<file path="config.mk">
export PLATFORM = sky130hd
export DESIGN_NAME = astar_grid_arbiter
export DESIGN_NICKNAME = d
export VERILOG_FILES = /design/src/rtl/astar_grid_arbiter.sv
export SDC_FILE = /design/constraint.sdc
export NUM_CORES = 1
export LEC_CHECK = 0
export ABC_AREA = 1
export BUFFER_PORTS_ARGS = -buffer_cell sky130_fd_sc_hd__buf_2
export CAP_MARGIN = 5
export CORE_ASPECT_RATIO = 2
export CORE_MARGIN = 2
export CORE_UTILIZATION = 39
export DETAILED_ROUTE_END_ITERATION = 10
export PLACE_DENSITY = 0.79
export RECOVER_POWER = 50
export SLEW_MARGIN = 30
export SYNTH_ARGS = -nofsm -noshare
export SYNTH_HDL_FRONTEND = slang
export SYNTH_SLANG_ARGS = --single-unit
</file>
<file path="constraint.sdc">
create_clock -name clk -period 4.35 [get_ports clk]
set_input_delay 0.87 -clock clk [delete_from_list [all_inputs] [get_ports clk]]
set_output_delay 0.87 -clock clk [all_outputs]
set_load 0.01 [all_outputs]
</file>
<file path="src/rtl/astar_grid_arbiter.sv">
// Round-robin arbiter sharing the single-port A* grid RAM among the init, update,
// move and backtrace engines, with lock support and out-of-grid rejection.
module astar_grid_arbiter #(
  parameter int DATA_W    = 8,
  parameter int GRID_ROWS = 10,
  parameter int GRID_COLS = 10,
  parameter int ADDR_W    = 7
) (
  input  logic                clk,
  input  logic                rst,
  input  logic [3:0]          req,
  input  logic [3:0]          we,
  input  logic [3:0]          lock,
  input  logic [15:0]         row_i,
  input  logic [15:0]         col_i,
  input  logic [4*DATA_W-1:0] wdata_i,
  output logic [3:0]          gnt,
  output logic [3:0]          rvalid,
  output logic [3:0]          err,
  output logic [DATA_W-1:0]   rdata,
  output logic                mem_en,
  output logic                mem_we,
  output logic [ADDR_W-1:0]   mem_addr,
  output logic [DATA_W-1:0]   mem_wdata,
  input  logic [DATA_W-1:0]   mem_rdata
);

  logic [1:0]        last;
  logic              lock_valid;
  logic [1:0]        lock_idx;
  logic              pipe_rd;
  logic              pipe_err;
  logic [1:0]        pipe_idx;

  logic              gnt_any;
  logic [1:0]        gnt_idx;
  logic [1:0]        cand;
  logic [3:0]        sel_row;
  logic [3:0]        sel_col;
  logic              sel_we;
  logic [DATA_W-1:0] sel_wdata;
  logic              in_range;

  // Lock holder wins while it keeps requesting; otherwise rotate starting after last.
  always_comb begin
    gnt_any = 1'b0;
    gnt_idx = 2'd0;
    cand    = 2'd0;
    if (!rst) begin
      if (lock_valid && req[lock_idx]) begin
        gnt_any = 1'b1;
        gnt_idx = lock_idx;
      end else begin
        for (int k = 1; k <= 4; k++) begin
          cand = last + 2'(k);
          if (!gnt_any && req[cand]) begin
            gnt_any = 1'b1;
            gnt_idx = cand;
          end
        end
      end
    end
  end

  assign gnt       = gnt_any ? (4'b0001 << gnt_idx) : 4'b0000;
  assign sel_row   = row_i[gnt_idx*4 +: 4];
  assign sel_col   = col_i[gnt_idx*4 +: 4];
  assign sel_we    = we[gnt_idx];
  assign sel_wdata = wdata_i[gnt_idx*DATA_W +: DATA_W];
  assign in_range  = (sel_row < 4'(GRID_ROWS)) && (sel_col < 4'(GRID_COLS));

  // Out-of-grid grants are consumed but never reach the RAM.
  always_comb begin
    mem_en    = gnt_any && in_range;
    mem_we    = 1'b0;
    mem_addr  = '0;
    mem_wdata = '0;
    if (mem_en) begin
      mem_we    = sel_we;
      mem_addr  = ADDR_W'(sel_row) * ADDR_W'(GRID_COLS) + ADDR_W'(sel_col);
      mem_wdata = sel_wdata;
    end
  end

  always_ff @(posedge clk or posedge rst) begin
    if (rst) begin
      last       <= 2'd3;
      lock_valid <= 1'b0;
      lock_idx   <= 2'd0;
      pipe_rd    <= 1'b0;
      pipe_err   <= 1'b0;
      pipe_idx   <= 2'd0;
    end else begin
      if (gnt_any) begin
        last       <= gnt_idx;
        lock_valid <= lock[gnt_idx];
        lock_idx   <= gnt_idx;
      end else if (lock_valid && !req[lock_idx]) begin
        lock_valid <= 1'b0;
      end
      pipe_rd  <= gnt_any && !sel_we;
      pipe_err <= gnt_any && !in_range;
      pipe_idx <= gnt_idx;
    end
  end

  // Rejected reads return zero; the RAM output is only passed through for real reads.
  assign rvalid = pipe_rd  ? (4'b0001 << pipe_idx) : 4'b0000;
  assign err    = pipe_err ? (4'b0001 << pipe_idx) : 4'b0000;
  assign rdata  = (pipe_rd && !pipe_err) ? mem_rdata : '0;

endmodule
</file>
==> results.py, run 1 <==
metrics = {
    "run_status": {
        "status": "complete, but fails checks",
        "violations": "negative setup slack",
    },
    "sta": {
        "worst_slack_ns": -0.381,
        "post-route-period-util": 1.09,
        "fin_crit_ns": 4.73,
        "rsz0062_at_grt": "yes",
        "worst_slew_pin_slew_ns": 0.491,
        "fmax_ghz": 0.211,
        "setup_viol": 3,
        "finalMaxSlewViolations": 0,
        "relSlewSlack": 0.673,
        "fin_skew_ns": 0.00439,
        "hold_viol_final": 0,
    },
    "synth": {
        "ys_ff_latch": 9,
        "synthMuxAreaShare": 0,
        "synth_cells": 302,
        "ys_warn_count": 0,
        "synth.distinct_cells": 34,
        "syn_nets": 396,
        "synth_xor_xnor_area_share": 0.0194,
        "synth-compound-area-share": 0.127,
        "synth_fa_ha_area_frac": 0.0638,
        "yosys.area_share.simple": 0.523,
        "synth_top_family_by_area": "simple AND/OR/NAND/NOR gates",
        "synth.avg_cell_area_um2": 5.97,
        "ys_seq_area_frac": 0.126,
        "syn_area_um2": 1800,
    },
    "worst_setup_path": {
        "reg2reg_slack_ns": 1.66,
        "max_stage_delay_ns": 0.49,
        "cp_top_family": "simple AND/OR/NAND/NOR gates",
        "path_buf_inv": 7,
        "critPathRequiredTime_ns": 3.48,
        "rr_worst_depth": 15,
        "cp-start-kind": "primary input",
        "r2r_start": "last[0]",
        "crit_fanout": 4,
        "worstSetupEndpointType": "primary output",
        "slowest_stage": "fa_1",
        "crit_type": "primary input to primary output",
        "r2r_end": "pipe_rd",
        "crit_arrival_ns": 3.86,
    },
    "detailed_routing": {
        "wl_per_cell_um": 13.2,
        "vias": 2634,
        "ant_nets": 0,
        "drt_wl_total_um": 7010,
        "drt_iter0_drc": 81,
        "vias_per_cell": 4.96,
        "drc": 0,
        "dr.pass1.iters": 4,
    },
    "floorplanning": {
        "die_area_um2": 5220,
        "io_pins": 123,
        "row_count": 35,
        "start_util": 0.400,
        "core-area_um2": 4510,
        "die_y_um": 100,
        "die_w_um": 52.1,
    },
    "global_routing": {
        "antenna_found_initial": 0,
        "grt_pass1_vias": 2382,
        "grt_pass1_wl_um": 10000,
        "grt_max_degree": 18,
        "overflow": 0,
        "track_usage": 0.243,
    },
    "placement": {
        "port_buffers": 122,
        "dpl.hpwl_um": 4750,
        "dp.cells": 511,
        "gp_congestion": 0.908,
        "pre_cts_ws_ns": -0.432,
        "post_dp_cell_area_um2": 2720,
    },
    "cts": {
        "clk_latency_ns": 0.23,
        "cts_sinks": 9,
        "cts_buffer_depth": 2,
        "cts_tree": "done",
        "path_clk_slew_ns": 0.04,
        "htree_levels": 1,
        "root_buffer": "clkbuf_8",
        "cts-buffers-inserted": 3,
    },
    "run": {
        "drv_cap": 0,
    },
    "cells_and_area": {
        "final_cell_mix": "112 x buf_2, 78 x nand2_1, 44 x buf_4",
        "layout_commonest_cell": "buf_2",
        "final_cells": 531,
        "regArea_um2": 228,
        "drive_above_1_share": 0.567,
        "antenna_cells": 0,
        "nNetsFinal": 571,
        "area_growth_pct": 82.0,
        "multi_input_area_um2": 1630,
        "fillers": 357,
        "final_area_um2": 3280,
    },
    "hold_path": {
        "hold_class": "primary input to async pin",
    },
}
-- sequential cells by signal (all words and copies together), names as in the netlist --
signal	cells
last	2
lock_idx	2
lock_valid	1
pipe_err	1
pipe_idx	2
pipe_rd	1
-- worst max path at each step --
stage	to	depth (start not counted)	slack, ns	from
floorplan	mem_addr[6]	26	-0.19	req[0]
global placement	mem_addr[6]	25	-0.33	req[1]
detailed placement	mem_addr[6]	27	-0.43	req[0]
CTS	mem_addr[6]	27	-0.35	req[2]
global route	mem_addr[6]	27	-0.60	last[0]
finish	mem_addr[6]	28	-0.38	req[1]
-- repair_timing --
item	in CTS	in global routing
gates cloned	1	0
pin swaps	19	25
setup endpoints to repair	5	17
setup buffers	12	8
hold buffers	0	0
hold endpoints to repair	0	0
resized for setup	34	55
-- area by class of cell --
type	count	area share
Multi-Input combinational cell	241	0.497
Sequential cell	9	0.0694
Timing Repair Buffer	178	0.347
Inverter	44	0.0526
Tap cell	55	0.0210
Clock buffer	4	0.0137
-- synth_stat cells --
cell type	instances	area, um2
a22o_1	7	61.3
and2_1	1	6.26
nand4_1	5	31.3
buf_4	3	22.5
a211oi_1	3	22.5
inv_2	4	15.0
nand2_2	14	87.6
a21oi_1	11	55.1
o21bai_2	1	11.3
o22ai_1	2	12.5
xnor2_1	1	8.76
ha_1	6	75.1
nor3_1	8	40.0
dfstp_2	2	52.6
nor2_4	12	135
nor2_2	1	6.26
nand3_2	2	20.0
nand2_4	1	11.3
nand2_1	100	375
fa_1	2	40.0
xor2_1	3	26.3
o21ai_2	1	8.76
o211ai_1	1	7.51
nand3b_1	1	7.51
nor2_1	31	116
buf_6	3	33.8
inv_1	39	146
nand3_4	2	35.0
dfrtp_1	7	175
nand3_1	14	70.1
inv_4	1	6.26
buf_2	2	10.0
o21ai_0	10	50.1
buf_12	1	20.0
-- stage by stage --
stage           util  hold slack, ns  setup TNS, ns
5_1_grt        0.728           0.525          -1.65
3_3_place_gp   0.604           0.567         -0.780
6_report       0.728           0.521         -0.673
2_1_floorplan      -           0.523         -0.190
3_5_place_dp   0.604           0.576          -1.20
4_1_cts        0.668           0.505         -0.529
-- kinds of logic (layout without fill, tap and decap cells) --
family,after synthesis,after routing
flops,9,9
simple gates,192,193
xor+xnor,4,4
compound gates,36,36
fa+ha+maj,8,8
buf+inv,53,226
-- layer usage --
metal / wire length [um] / global-route usage
met2: 3740 / 0.470
met4: 64 / 0.0385
met3: 697 / 0.0417
met1: 2510 / 0.267
met5: 0 / 0
Power of run 1 is not shown: default switching activity piles up to over one toggle a cycle in this logic, so the estimate is an artifact.
==> run 2: changes to the inputs <==
--- a/config.mk
+++ b/config.mk
@@ -12,7 +12,7 @@
 export CORE_MARGIN = 2
 export CORE_UTILIZATION = 39
 export DETAILED_ROUTE_END_ITERATION = 10
-export PLACE_DENSITY = 0.79
+export PLACE_DENSITY = 0.86
 export RECOVER_POWER = 50
 export SLEW_MARGIN = 30
 export SYNTH_ARGS = -nofsm -noshare
==> results.py, run 2 (synthesis gave the netlist of run 1 again) <==
metrics = {
    "cells_and_area": {
        "final_cell_mix": "107 x buf_2, 85 x nand2_1, 47 x buf_4",
        "layout_commonest_cell": "buf_2",
        "drive_above_1_share": 0.513,
        "area_growth_pct": 69.5,
        "nNetsFinal": 569,
        "fillers": 396,
        "reg_top3": "last (2), lock_idx (2), pipe_idx (2)",
        "final_cells": 529,
        "antenna_cells": 0,
        "fin_util": 0.677,
        "final_area_um2": 3060,
    },
    "cts": {
        "hold_buffers": 0,
        "htree_levels": 1,
        "clk_latency_ns": 0.24,
        "cts_buffer_depth": 2,
        "root_buffer": "clkbuf_8",
        "cts_tree": "done",
        "cts-buffers-inserted": 3,
        "path_clk_slew_ns": 0.04,
        "cts_sinks": 9,
    },
    "placement": {
        "gp_congestion": 0.821,
        "dpl.hpwl_um": 4720,
        "dp.cells": 510,
        "pre_cts_ws_ns": -0.465,
        "post_dp_cell_area_um2": 2720,
        "port_buffers": 122,
    },
    "sta": {
        "worst_slew_pin_slew_ns": 0.428,
        "hold_viol_final": 0,
        "worst_slack_ns": -0.418,
        "fin_skew_ns": 0.00263,
        "post-route-period-util": 1.10,
        "finalMaxSlewViolations": 0,
        "setup_viol": 4,
        "fmax_ghz": 0.210,
        "relSlewSlack": 0.715,
        "fin_crit_ns": 4.77,
        "rsz0062_at_grt": "yes",
    },
    "detailed_routing": {
        "vias_per_cell": 4.93,
        "drt_iter0_drc": 65,
        "wl_per_cell_um": 11.8,
        "drt_wl_total_um": 6240,
        "ant_nets": 0,
        "dr.pass1.iters": 4,
        "drc": 0,
        "vias": 2606,
    },
    "run_status": {
        "violations": "negative setup slack",
        "status": "complete, but fails checks",
    },
    "worst_setup_path": {
        "cp_top_family": "simple AND/OR/NAND/NOR gates",
        "path_buf_inv": 7,
        "cp-start-kind": "primary input",
        "critPathRequiredTime_ns": 3.48,
        "r2r_end": "pipe_rd",
        "cp_common_cell": "nand2_1",
        "crit_type": "primary input to primary output",
        "worstSetupEndpointType": "primary output",
        "r2r_start": "last[0]",
        "reg2reg_slack_ns": 1.73,
        "slowest_stage": "fa_1",
        "crit_arrival_ns": 3.90,
        "max_stage_delay_ns": 0.50,
        "rr_worst_depth": 15,
        "crit_fanout": 6,
    },
    "power_and_ir_drop": {
        "p_leak_uw": 0.00175,
        "powerDensity_nw_per_um2": 1190,
        "ir_worst_vdd_uv": 719,
    },
    "global_routing": {
        "overflow": 0,
        "antenna_found_initial": 0,
        "track_usage": 0.243,
        "grt_pass1_vias": 2463,
        "grt_pass1_wl_um": 9940,
        "grt_max_degree": 18,
    },
    "hold_path": {
        "hold_path_startpoint": "lock_idx[1]",
        "hold_path_end": "lock_idx[1]",
        "min_path_cells": 2,
        "hold_class": "flop to flop",
    },
    "run": {
        "drv_cap": 0,
    },
    "floorplanning": {
        "die_w_um": 52.1,
        "die_area_um2": 5220,
        "die_y_um": 100,
        "row_count": 35,
        "core-area_um2": 4510,
        "start_util": 0.400,
        "io_pins": 123,
    },
}
## run 2: changes by cell type in the layout (fill, tap and decap cells not counted), sizes merged
| cell | before | now |
|---|---|---|
| buf | 175 | 165 |
| clkbuf | 7 | 15 |
| clkinv | 1 | 0 |
| inv | 43 | 44 |
## run 2: what timing repair did
action                                  4_1_cts  5_1_grt
endpoints found under the setup margin        5       17
resized for setup                            26       22
gates cloned                                  1        0
buffers inserted                             11        4
pin swaps                                    24       20
## run 2: worst max-delay path by stage
stage	startpoint	depth (start not counted)	endpoint
finish	req[0]	28	mem_addr[6]
CTS	last[0]	27	mem_addr[6]
global placement	req[3]	24	mem_addr[6]
detailed placement	req[0]	27	mem_addr[6]
global route	req[0]	28	mem_addr[6]
floorplan	req[0]	26	mem_addr[6]
## run 2: metrics by stage
step	setup TNS [ns]	total power, uW	hold slack (ns)
floorplan	-0.190	1980	0.523
global placement	-0.994	2900	0.581
detailed placement	-1.26	2950	0.590
CTS	-0.850	3430	0.608
global route	-1.77	3980	0.645
finish	-0.919	3650	0.619
## run 2: area by class of cell
class,count,area [um2],share of cell area
clock buffers,4,45.0,0.0147
inverters,44,168,0.0549
repair buffers,176,1050,0.345
multi-input cells,241,1490,0.489
well taps,55,68.8,0.0225
flip-flops and latches,9,228,0.0745
## run 2: routing by layer
| layer | global-route usage | wire, um | vias up | share of wire |
|---|---|---|---|---|
| li1 | - | - | 1302 | - |
| met1 | 0.259 | 2380 | 1157 | 0.38 |
| met2 | 0.466 | 3180 | 134 | 0.51 |
| met3 | 0.0357 | 568 | 13 | 0.091 |
| met4 | 0.0668 | 110 | 0 | 0.018 |
| met5 | 0 | 0 | - | 0 |
## run 2: report_power, final
part           switching (uW)  leakage, uW  total (uW)  internal, uW
clock network            34.7    0.0000228        98.6          64.0
registers                49.7     0.000110         180           130
logic                    1760      0.00162        3370          1610
total                    1850      0.00175        3650          1800
## run 2: tightest hold or removal path, stage by stage, from the launching register on
cell     delay [ns]
dfrtp_1        0.39
inv_1          0.08
o21ai_0        0.09
No activity file was read; power rests on OpenSTA's default activity.
